File: src/rtl/io_pkg.sv
// Port map and status-bit layout shared by the CPU port-I/O responder.
package io_pkg;

    localparam int unsigned IO_AW = 16;
    localparam int unsigned IO_DW = 16;
    localparam int unsigned SCRATCH_N = 8;

    localparam logic [IO_AW-1:0] IO_CON_TX       = 16'h0000;
    localparam logic [IO_AW-1:0] IO_CON_STAT     = 16'h0001;
    localparam logic [IO_AW-1:0] IO_TIMER        = 16'h0002;
    localparam logic [IO_AW-1:0] IO_TIMER_CTRL   = 16'h0003;
    localparam logic [IO_AW-1:0] IO_SCRATCH_BASE = 16'h0010;

    // CON_STAT bit positions
    localparam int unsigned STAT_EMPTY_BIT = 0;
    localparam int unsigned STAT_FULL_BIT  = 1;
    localparam int unsigned STAT_OVF_BIT   = 2;

    // Scratch block occupies the 8-aligned window at IO_SCRATCH_BASE
    function automatic logic is_scratch(input logic [IO_AW-1:0] a);
        return a[IO_AW-1:3] == IO_SCRATCH_BASE[IO_AW-1:3];
    endfunction

endpackage

File: src/rtl/io_tx_fifo.sv
// Console TX byte FIFO.
// Ports: clk, sync_rst (sync, active-high), push/push_data in, pop in,
// full/empty/head out (combinational from registered state).
// A push while full is accepted only when a pop frees the head slot at the same edge.
module io_tx_fifo #(
    parameter int unsigned DEPTH = 8
) (
    input  logic       clk,
    input  logic       sync_rst,
    input  logic       push,
    input  logic [7:0] push_data,
    input  logic       pop,
    output logic       full,
    output logic       empty,
    output logic [7:0] head
);

    localparam int unsigned AW = $clog2(DEPTH);
    localparam int unsigned CW = $clog2(DEPTH + 1);

    logic [7:0]    mem [DEPTH];
    logic [AW-1:0] wr_ptr;
    logic [AW-1:0] rd_ptr;
    logic [CW-1:0] count;
    logic          do_push_c;
    logic          do_pop_c;

    assign full      = (count == CW'(DEPTH));
    assign empty     = (count == '0);
    assign head      = mem[rd_ptr];
    assign do_pop_c  = pop && !empty;
    assign do_push_c = push && (!full || do_pop_c);

    // Pointers and occupancy; power-of-two depth lets pointers wrap naturally
    always_ff @(posedge clk) begin
        if (sync_rst) begin
            wr_ptr <= '0;
            rd_ptr <= '0;
            count  <= '0;
        end else begin
            if (do_push_c) wr_ptr <= wr_ptr + AW'(1);
            if (do_pop_c)  rd_ptr <= rd_ptr + AW'(1);
            case ({do_push_c, do_pop_c})
                2'b10:   count <= count + CW'(1);
                2'b01:   count <= count - CW'(1);
                default: count <= count;
            endcase
        end
    end

    // Storage is cleared on reset so the head byte reads zero afterwards
    always_ff @(posedge clk) begin
        if (sync_rst) begin
            for (int unsigned i = 0; i < DEPTH; i++) mem[i] <= '0;
        end else if (do_push_c) begin
            mem[wr_ptr] <= push_data;
        end
    end

endmodule

File: src/rtl/io_port_bank.sv
// CPU port-I/O responder: console TX FIFO, prescaled timer, scratch registers.
// Ports: clk, sync_rst (sync, active-high); addr/data/write level-held from CPU;
// data_out registered read data (1-cycle latency); tx_valid/tx_byte/tx_ready
// valid/ready console sink.
module io_port_bank
    import io_pkg::*;
#(
    parameter int unsigned TX_DEPTH       = 8,
    parameter int unsigned TIMER_PRESCALE = 4
) (
    input  logic             clk,
    input  logic             sync_rst,
    input  logic [IO_AW-1:0] addr,
    input  logic [IO_DW-1:0] data,
    input  logic             write,
    output logic [IO_DW-1:0] data_out,
    output logic             tx_valid,
    output logic [7:0]       tx_byte,
    input  logic             tx_ready
);

    localparam int unsigned PW = (TIMER_PRESCALE > 1) ? $clog2(TIMER_PRESCALE) : 1;
    localparam logic [PW-1:0] PRE_LAST = PW'(TIMER_PRESCALE - 1);

    logic             last_write;
    logic [IO_AW-1:0] last_addr;
    logic [IO_DW-1:0] last_data;
    logic             overflow;
    logic             tmr_en;
    logic [IO_DW-1:0] timer;
    logic [PW-1:0]    pre_cnt;
    logic [IO_DW-1:0] scratch [SCRATCH_N];

    logic             fifo_full;
    logic             fifo_empty;
    logic             wr_evt_c;
    logic             wr_con_tx_c;
    logic             wr_stat_c;
    logic             wr_timer_c;
    logic             wr_ctrl_c;
    logic             pop_c;
    logic [IO_DW-1:0] rd_mux_c;

    // A held write level with unchanged addr/data is one event, not one per cycle
    assign wr_evt_c    = write && (!last_write || addr != last_addr || data != last_data);
    assign wr_con_tx_c = wr_evt_c && (addr == IO_CON_TX);
    assign wr_stat_c   = wr_evt_c && (addr == IO_CON_STAT);
    assign wr_timer_c  = wr_evt_c && (addr == IO_TIMER);
    assign wr_ctrl_c   = wr_evt_c && (addr == IO_TIMER_CTRL);

    assign tx_valid = !fifo_empty;
    assign pop_c    = tx_valid && tx_ready;

    io_tx_fifo #(.DEPTH(TX_DEPTH)) u_tx_fifo (
        .clk       (clk),
        .sync_rst  (sync_rst),
        .push      (wr_con_tx_c),
        .push_data (data[7:0]),
        .pop       (pop_c),
        .full      (fifo_full),
        .empty     (fifo_empty),
        .head      (tx_byte)
    );

    // Read mux, registered into data_out below
    always_comb begin
        rd_mux_c = '0;
        if (is_scratch(addr)) begin
            rd_mux_c = scratch[addr[2:0]];
        end else begin
            case (addr)
                IO_CON_STAT: begin
                    rd_mux_c[STAT_EMPTY_BIT] = fifo_empty;
                    rd_mux_c[STAT_FULL_BIT]  = fifo_full;
                    rd_mux_c[STAT_OVF_BIT]   = overflow;
                end
                IO_TIMER:      rd_mux_c = timer;
                IO_TIMER_CTRL: rd_mux_c[0] = tmr_en;
                default:       rd_mux_c = '0;
            endcase
        end
    end

    // Input history, status, timer enable and read data
    always_ff @(posedge clk) begin
        if (sync_rst) begin
            last_write <= 1'b0;
            last_addr  <= '0;
            last_data  <= '0;
            overflow   <= 1'b0;
            tmr_en     <= 1'b1;
            data_out   <= '0;
        end else begin
            last_write <= write;
            last_addr  <= addr;
            last_data  <= data;
            data_out   <= rd_mux_c;
            if (wr_stat_c)
                overflow <= 1'b0;
            else if (wr_con_tx_c && fifo_full && !pop_c)
                overflow <= 1'b1;
            if (wr_ctrl_c) tmr_en <= data[0];
        end
    end

    // Prescaled timer; a CPU load wins over an increment
    always_ff @(posedge clk) begin
        if (sync_rst) begin
            timer   <= '0;
            pre_cnt <= '0;
        end else if (wr_timer_c) begin
            timer   <= data;
            pre_cnt <= '0;
        end else if (tmr_en) begin
            if (pre_cnt == PRE_LAST) begin
                pre_cnt <= '0;
                timer   <= timer + IO_DW'(1);
            end else begin
                pre_cnt <= pre_cnt + PW'(1);
            end
        end
    end

    // Scratch registers
    always_ff @(posedge clk) begin
        if (sync_rst) begin
            for (int unsigned i = 0; i < SCRATCH_N; i++) scratch[i] <= '0;
        end else if (wr_evt_c && is_scratch(addr)) begin
            scratch[addr[2:0]] <= data;
        end
    end

endmodule

File: config.mk
export PLATFORM = sky130hd
export DESIGN_NAME = io_port_bank
export DESIGN_NICKNAME = d
export VERILOG_FILES = /design/src/rtl/io_pkg.sv /design/src/rtl/io_tx_fifo.sv /design/src/rtl/io_port_bank.sv
export SDC_FILE = /design/constraint.sdc
export NUM_CORES = 1
export LEC_CHECK = 0
export ABC_CLOCK_PERIOD_IN_PS = 3830
export CAP_MARGIN = 10
export CORE_AREA = 5 5 158 160
export DETAILED_ROUTE_END_ITERATION = 7
export DIE_AREA = 0 0 163 165
export MAX_ROUTING_LAYER = met4
export PLACE_DENSITY = 0.83
export SLEW_MARGIN = 10
export SYNTH_ARGS = -nofsm -noshare
export SYNTH_HDL_FRONTEND = slang
export SYNTH_SLANG_ARGS = --single-unit
File: constraint.sdc
create_clock -name clk -period 3.83 [get_ports clk]
set_clock_uncertainty 0.2 [all_clocks]
set_input_delay 0.766 -clock clk [delete_from_list [all_inputs] [get_ports clk]]
set_output_delay 0.766 -clock clk [all_outputs]
set_load 0.05 [all_outputs]
[Word-level counts from Yosys, hierarchy flattened]
Memory sizes are Yosys's and may differ from the RTL's. A register that Yosys moved wholly into a read port is not among the register bits.
Cells that the tools add are included.
Cells by class
  add/subtract/negate cells: 6
  multiply operators: 0
  div/mod/pow operators: 0
  magnitude comparators: 0
  equality and inequality tests: 10
  shifts and indexed selects: 0
  multiplexer cells: 25
  bitwise logic cells: 0
  reduce and logical (&&, ||, !) cells: 28
Operators with widths (number)
  16-bit 2-to-1 mux: 5
  16-bit by 2-bit equality test with 1-bit output (second input constant): 2
  16-bit != test: 2
  16-bit by 1-bit adder with 16-bit output (second input constant): 1
  16-bit by 1-bit equality test with 1-bit output (second input constant): 1
  16-bit zero test: 1
  16-bit OR reduction: 1
  13-bit by 2-bit equality test with 1-bit output (second input constant): 1
  13-bit 2-to-1 mux: 1
  3-bit 2-to-1 mux: 4
  1-bit logical AND: 11
  1-bit 2-to-1 mux: 10
  8-bit 2-to-1 mux: 1
  4-bit case mux with 2 select lines: 1
  8-bit OR reduction: 1
  3-bit by 1-bit adder with 3-bit output (second input constant): 2
  2-bit nonzero test: 3
  4-bit by 1-bit adder with 4-bit output (second input constant): 1
  2-bit equality test (second input constant): 2
  4-bit equality test (second input constant): 1
  1-bit zero test: 4
  4-bit zero test: 1
  2-bit case mux with 2 select lines: 1
  2-bit OR reduction: 2
  7 further kinds: 9
Word-level totals
  bits in registers: 79
  latch bits: 0
  RAM bits: 192
  memory bits (read-only): 0
  output and inout port bits: 25
  word-level logic and storage cells: 82
  memories: 2
Memories
  scratch: words 8, width 16, rd ports 1, clocked after Yosys merged registers in 0, write ports 8, RTL line io_port_bank.sv:32  | logic [IO_DW-1:0] scratch [SCRATCH_N];
  u_tx_fifo.mem: words 8, width 8, rd ports 1, clocked after Yosys merged registers in 1, write ports 8, RTL line io_tx_fifo.sv:21  | logic [7:0] mem [DEPTH];

[Depth between registers and ports, before layout]
  depth after elaboration: 11
  depth in mapped cells: 16
  mapped depth without buffers: 13

[Modules after synthesis]
Synthesis repeated with hierarchy kept, for this count alone.
Unflattened totals
  cell total of the unflattened synthesis: 1021
  area, all modules: 12896.1 µm²
By module, submodules not included
  io_port_bank: instances 1, cells an instance 758, area an instance 9321.4 µm², sequential area each 5225.0 µm²
  io_tx_fifo: instances 1, cells an instance 263, area an instance 3574.7 µm², sequential area each 2182.1 µm²

[Worst setup path after synthesis]
No wires, ideal clock.
  path type: input -> register
  start point: input port data[10]
  end point: register u_tx_fifo.count[3]
  setup time: 0.071 ns
  arrival time: 3.636 ns
  slack: -0.077 ns
  stages on the path: 15
  path buffers: 2
  cell sequence: xor2_1 > or4_4 > nor4_4 > nand4_4 > and2_4 > buf_6 > buf_6 > inv_1 > ha_1 > ha_1 > a21o_1 > a21oi_1 > xnor2_1 > or3_1 > a21oi_1
On the way
  word-level cells in the longest chain between the ends: 7
  elaborated cells between the ends (all ways): 9
Ends and longest elaborated chain
  start, declared: RTL line io_port_bank.sv:14  | input logic [IO_DW-1:0] data,
  16-bit != test (*): RTL line io_port_bank.sv:45  | assign wr_evt_c = write && (!last_write || addr != last_addr || data != last_data);
  1-bit logical OR (*): RTL line io_port_bank.sv:45
  1-bit logical AND (*): RTL line io_port_bank.sv:45
  1-bit logical AND (*): RTL line io_port_bank.sv:46  | assign wr_con_tx_c = wr_evt_c && (addr == IO_CON_TX);
  1-bit logical AND (*): RTL line io_tx_fifo.sv:32  | assign do_push_c = push && (!full || do_pop_c);
  2-bit by 1-bit equality test with 1-bit output or 2-bit equality test (tied branches): RTL line io_tx_fifo.sv:43  | case ({do_push_c, do_pop_c})
  4-bit case mux with 2 select lines or 2-bit nonzero test (tied branches)
  end signal, assigned: RTL line io_tx_fifo.sv:44  | 2'b10: count <= count + CW'(1);
  end signal, assigned: RTL line io_tx_fifo.sv:45  | 2'b01: count <= count - CW'(1);
  end signal, assigned: RTL line io_tx_fifo.sv:46  | default: count <= count;
  end, declared: RTL line io_tx_fifo.sv:24  | logic [CW-1:0] count;
Mark *: on every way between the ends. The rest lies on a longest branch, timed or not.
A chain may end at the register's enable or synchronous reset.

[Worst setup path in the final report]
Same ends and word-level chain as after synthesis.

==> qor.csv <==
stage;metric;value;unit
synth;ys_seq_elements;274;
synth;postSynth.asyncResetShare;0;
critical_path;path_max_fanout;2;
synth;synth-xor-area-share;0.03540;
power_and_ir_drop;worst_ir_drop_vdd;331.7;µV
detailed_routing;vias_per_instance;6.069;
synth;synth_adder_area_share;0.008698;
synth;yosysWarningCount;0;
floorplan;io_pins;61;
status;status;finished clean;
floorplan;fp-row-count;56;
critical_path;r2r_cells;13;
floorplan;start_util;0.5318;
critical_path;timing.critical_path.slowest_stage_cell;sky130_fd_sc_hd__clkdlybuf4s50_1;
flow_run;cap_viol_max_count;0;
cts;tritoncts_clock_tree;done;
critical_path;worst_path_largest_cell_delay;0.61;ns
placed_design;placed_cell_area;13610;µm²
global_route;grt_pass1_wl;50.45;mm
detailed_routing;route.antenna.remaining_nets;0;
power_and_ir_drop;power_density;439.8;nW/µm²
critical_path;required;4.10;ns
synth;synth-compound-area-share;0.05300;
placed_design;place_congestion;0.8686;
hold_path;timing.hold.worst_path_depth;2;
synth;dominantRegCellSynth;sky130_fd_sc_hd__edfxtp_1;
critical_path;critical_path_depth;14;
cts;h_tree_levels;1;
global_route;number_of_global_route_vias_before_repair;8876;
hold_path;worstHoldPathType;reg2reg;
cts;postCtsSetupBuffers;0;
timing;finalHoldViolCount;0;
global_route;grt_usage;0.2515;
critical_path;timing.critical_path.arrival;3.99;ns
cts;cts_inserted_buffers;28;
floorplan;fp.dieW;163;µm
detailed_routing;wire_length_per_cell;22.75;µm
cts;cts.root.buffer_cell;sky130_fd_sc_hd__clkbuf_16;
synth;synthesis.nets;1065;
detailed_routing;drc_errors;0;
cts;cts.path.max_buffers;3;
synth;synth-edff-count;192;
timing;headroom_to_the_max_slew_limit;0.1678;
critical_path;critPathLaunchType;input port;
synth;synth_top_family_by_area;simple AND/OR/NAND/NOR gates;
global_route;antenna_found_initial;0;
layout;layout-drive-gt1-share;0.1662;
cts;worst_setup_hold_path_clk_slew;0.06;ns
synth;syn_area_per_cell;12.12;µm²
layout;finish.cell_count_without_fillers;1444;
floorplan;design.core.area;23260;µm²
timing;fmax;268.6;MHz
global_route;gr-total-overflow;0;
placed_design;post-dp-hpwl;21.17;mm
timing;smallest_hold_slack;0.3175;ns
synth;netlist-cell-type-count;57;
timing;rsz0062_at_grt;no;
cts;clkLatencyLatePin;0.57;ns
timing;finalCritPeriodShare;0.9721;
power_and_ir_drop;power_leakage;0.005293;µW
critical_path;worstSetupEndpointType;flop;
critical_path;timing.critical_path.cells;clkdlybuf4s50_1, xor2_1, or4_4, nor4_4, nand4_4, and2_4, inv_1, ha_1, ha_1, a21o_1, a21oi_1, xnor2_1, or3_1, a21oi_1;
cts;tritoncts_num_sinks;274;
layout;final_nets;1147;
synth;yosysSeqAreaShare;0.5988;
layout;final.fill_count;1695;
timing;tightest_slew;1.237;ns
critical_path;critPathKind;in2reg;
floorplan;overall_die_area;26900;µm²
synth;synth_simple_gate_area_frac;0.1701;
synth;syn_inst_count;1021;
detailed_routing;post_route_wl;32.85;mm
timing;final-max-slew-violation-count;0;
detailed_routing;drt_first_iter_violations;1007;
synth;syn_area;12370;µm²
critical_path;critical_path.top_delay_family;simple AND/OR/NAND/NOR gates;
critical_path;worstPathBufferInverterCount;2;
detailed_routing;num_vias;8764;
placed_design;dp_cells;1392;
global_route;grt_max_degree;73;
layout;antenna_cells_inserted;0;
detailed_routing;detailedRoute.firstPassIterationCount;7;
placed_design;place.port_buffers;60;
layout;layout-area-overhead-vs-synth;17.21;%
timing;setup_viol;0;
layout;stdcell_area;14500;µm²
timing;min_period;3.723;ns
floorplan;chipHeight;165;µm
synth;synth.mux.area_fraction;0.09952;
[registers in the layout (all words and copies together) (netlist names), named ones only]
name and flops:
pre_cnt 2, tmr_en 1, overflow 1, last_addr 16
last_write 1, timer 16, last_data 16, scratch 128
u_tx_fifo.wr_ptr 3, u_tx_fifo.count 4, data_out 16, u_tx_fifo.mem 64
u_tx_fifo.rd_ptr 3
[where the power goes]
part | total, µW | switching [µW] | leakage [µW] | internal (µW)
registers | 3320 | 42.7 | 0.00253 | 3280
logic | 467 | 279 | 0.00234 | 188
clock network | 2590 | 1130 | 0.000416 | 1460
total | 6380 | 1450 | 0.00529 | 4930
[routing by layer]
metal / GRT usage / vias up / share of wire
li1: - / 3866 / -
met1: 0.3187 / 4277 / 0.38
met2: 0.4121 / 537 / 0.48
met3: 0.04966 / 84 / 0.11
met4: 0.08159 / 0 / 0.030
met5: - / - / 0
[tightest hold or removal path: stages (launching register included)]
cell and delay [ns]:
sky130_fd_sc_hd__dfxtp_1 0.32, sky130_fd_sc_hd__xor2_1 0.06, sky130_fd_sc_hd__nor2_1 0.10
[cells by family after synthesis]
logic type	after synthesis
AO/OA/AOI/OAI	90
XOR/XNOR	50
adder cells (fa/ha/maj)	8
buffers and inverters	90
flip-flops	274
multiplexers	80
AND/OR/NAND/NOR	429
[cells in the mapped netlist, types with 2 or more instances]
cell type,number,share of area
sky130_fd_sc_hd__mux2_2,34,0.031
sky130_fd_sc_hd__a31o_1,5,0.0035
sky130_fd_sc_hd__buf_4,3,0.0018
sky130_fd_sc_hd__nor4_1,8,0.0040
sky130_fd_sc_hd__nor2b_1,35,0.018
sky130_fd_sc_hd__a21oi_1,19,0.0077
sky130_fd_sc_hd__nand2b_1,5,0.0025
sky130_fd_sc_hd__a221oi_1,4,0.0028
sky130_fd_sc_hd__a211oi_1,4,0.0024
sky130_fd_sc_hd__o211a_1,4,0.0032
sky130_fd_sc_hd__a41o_1,5,0.0040
sky130_fd_sc_hd__nor2_1,191,0.058
sky130_fd_sc_hd__buf_2,8,0.0032
sky130_fd_sc_hd__mux4_2,31,0.056
sky130_fd_sc_hd__o21ai_0,8,0.0032
sky130_fd_sc_hd__mux2i_1,15,0.012
sky130_fd_sc_hd__a31o_2,7,0.0050
sky130_fd_sc_hd__a31oi_1,3,0.0015
sky130_fd_sc_hd__clkbuf_1,47,0.014
sky130_fd_sc_hd__buf_6,9,0.0082
sky130_fd_sc_hd__dfxtp_1,82,0.13
sky130_fd_sc_hd__xor2_1,17,0.012
sky130_fd_sc_hd__nand2_1,49,0.015
sky130_fd_sc_hd__nand4_1,12,0.0061
sky130_fd_sc_hd__xnor2_1,33,0.023
sky130_fd_sc_hd__nand4b_1,2,0.0014
sky130_fd_sc_hd__nand3_1,26,0.011
sky130_fd_sc_hd__and3_1,67,0.034
sky130_fd_sc_hd__inv_1,16,0.0049
sky130_fd_sc_hd__a22oi_1,23,0.014
sky130_fd_sc_hd__ha_1,7,0.0071
sky130_fd_sc_hd__buf_1,7,0.0021
sky130_fd_sc_hd__and4_1,2,0.0014
sky130_fd_sc_hd__edfxtp_1,192,0.47
sky130_fd_sc_hd__and2_1,7,0.0035
sky130_fd_sc_hd__nor3_1,13,0.0053
[placed cells by master (no fill, tap or decap), types with 28 or more instances in the layout]
master,instances
sky130_fd_sc_hd__mux4_2,31
sky130_fd_sc_hd__nor2_1,191
sky130_fd_sc_hd__mux2_2,34
sky130_fd_sc_hd__buf_4,57
sky130_fd_sc_hd__clkbuf_16,28
sky130_fd_sc_hd__edfxtp_1,192
sky130_fd_sc_hd__dfxtp_1,82
sky130_fd_sc_hd__xnor2_1,33
sky130_fd_sc_hd__and3_1,67
sky130_fd_sc_hd__nand2_1,49
sky130_fd_sc_hd__nor2b_1,35
sky130_fd_sc_hd__clkdlybuf4s50_1,55
[final timing paths]
path                                           from                  to  slack (ns)
worst max-delay path                       data[10]  u_tx_fifo.count[3]        0.11
worst min-delay path            u_tx_fifo.rd_ptr[2]                flop        0.32
worst min register to register  u_tx_fifo.rd_ptr[2]                flop        0.32
worst max register to register   u_tx_fifo.count[0]  u_tx_fifo.count[3]        0.52
[repair_timing]
| action | 4_1_cts | 5_1_grt |
|---|---|---|
| resized for setup | 0 | 4 |
| hold buffers | 0 | 0 |
| endpoints found under the setup margin | 0 | 2 |
[layout make-up]
| class | count | area [µm²] | area share |
|---|---|---|---|
| Clock inverter | 11 | 102.6 | 0.007076 |
| Timing Repair Buffer | 126 | 1214 | 0.08370 |
| Inverter | 16 | 60.06 | 0.004142 |
| Clock buffer | 41 | 769.5 | 0.05307 |
| Multi-Input combinational cell | 657 | 4548 | 0.3137 |
| Sequential cell | 274 | 7407 | 0.5108 |
| Tap cell | 319 | 399.1 | 0.02753 |
[metrics by stage]
step                      setup TNS, ns  setup WS [ns]  total power (µW)  utilization
after global placement           -6.262        -0.3404              3816       0.5851
after detailed placement         -14.79        -0.3842              3835       0.5851
after floorplan                       0        0.02982              3623            -
after CTS                             0        0.04906              6389       0.6226
final                                 0         0.1069              6378       0.6233
after global routing                  0       0.001604              6553       0.6233
Note: power is estimated with default switching activity, not from simulation.
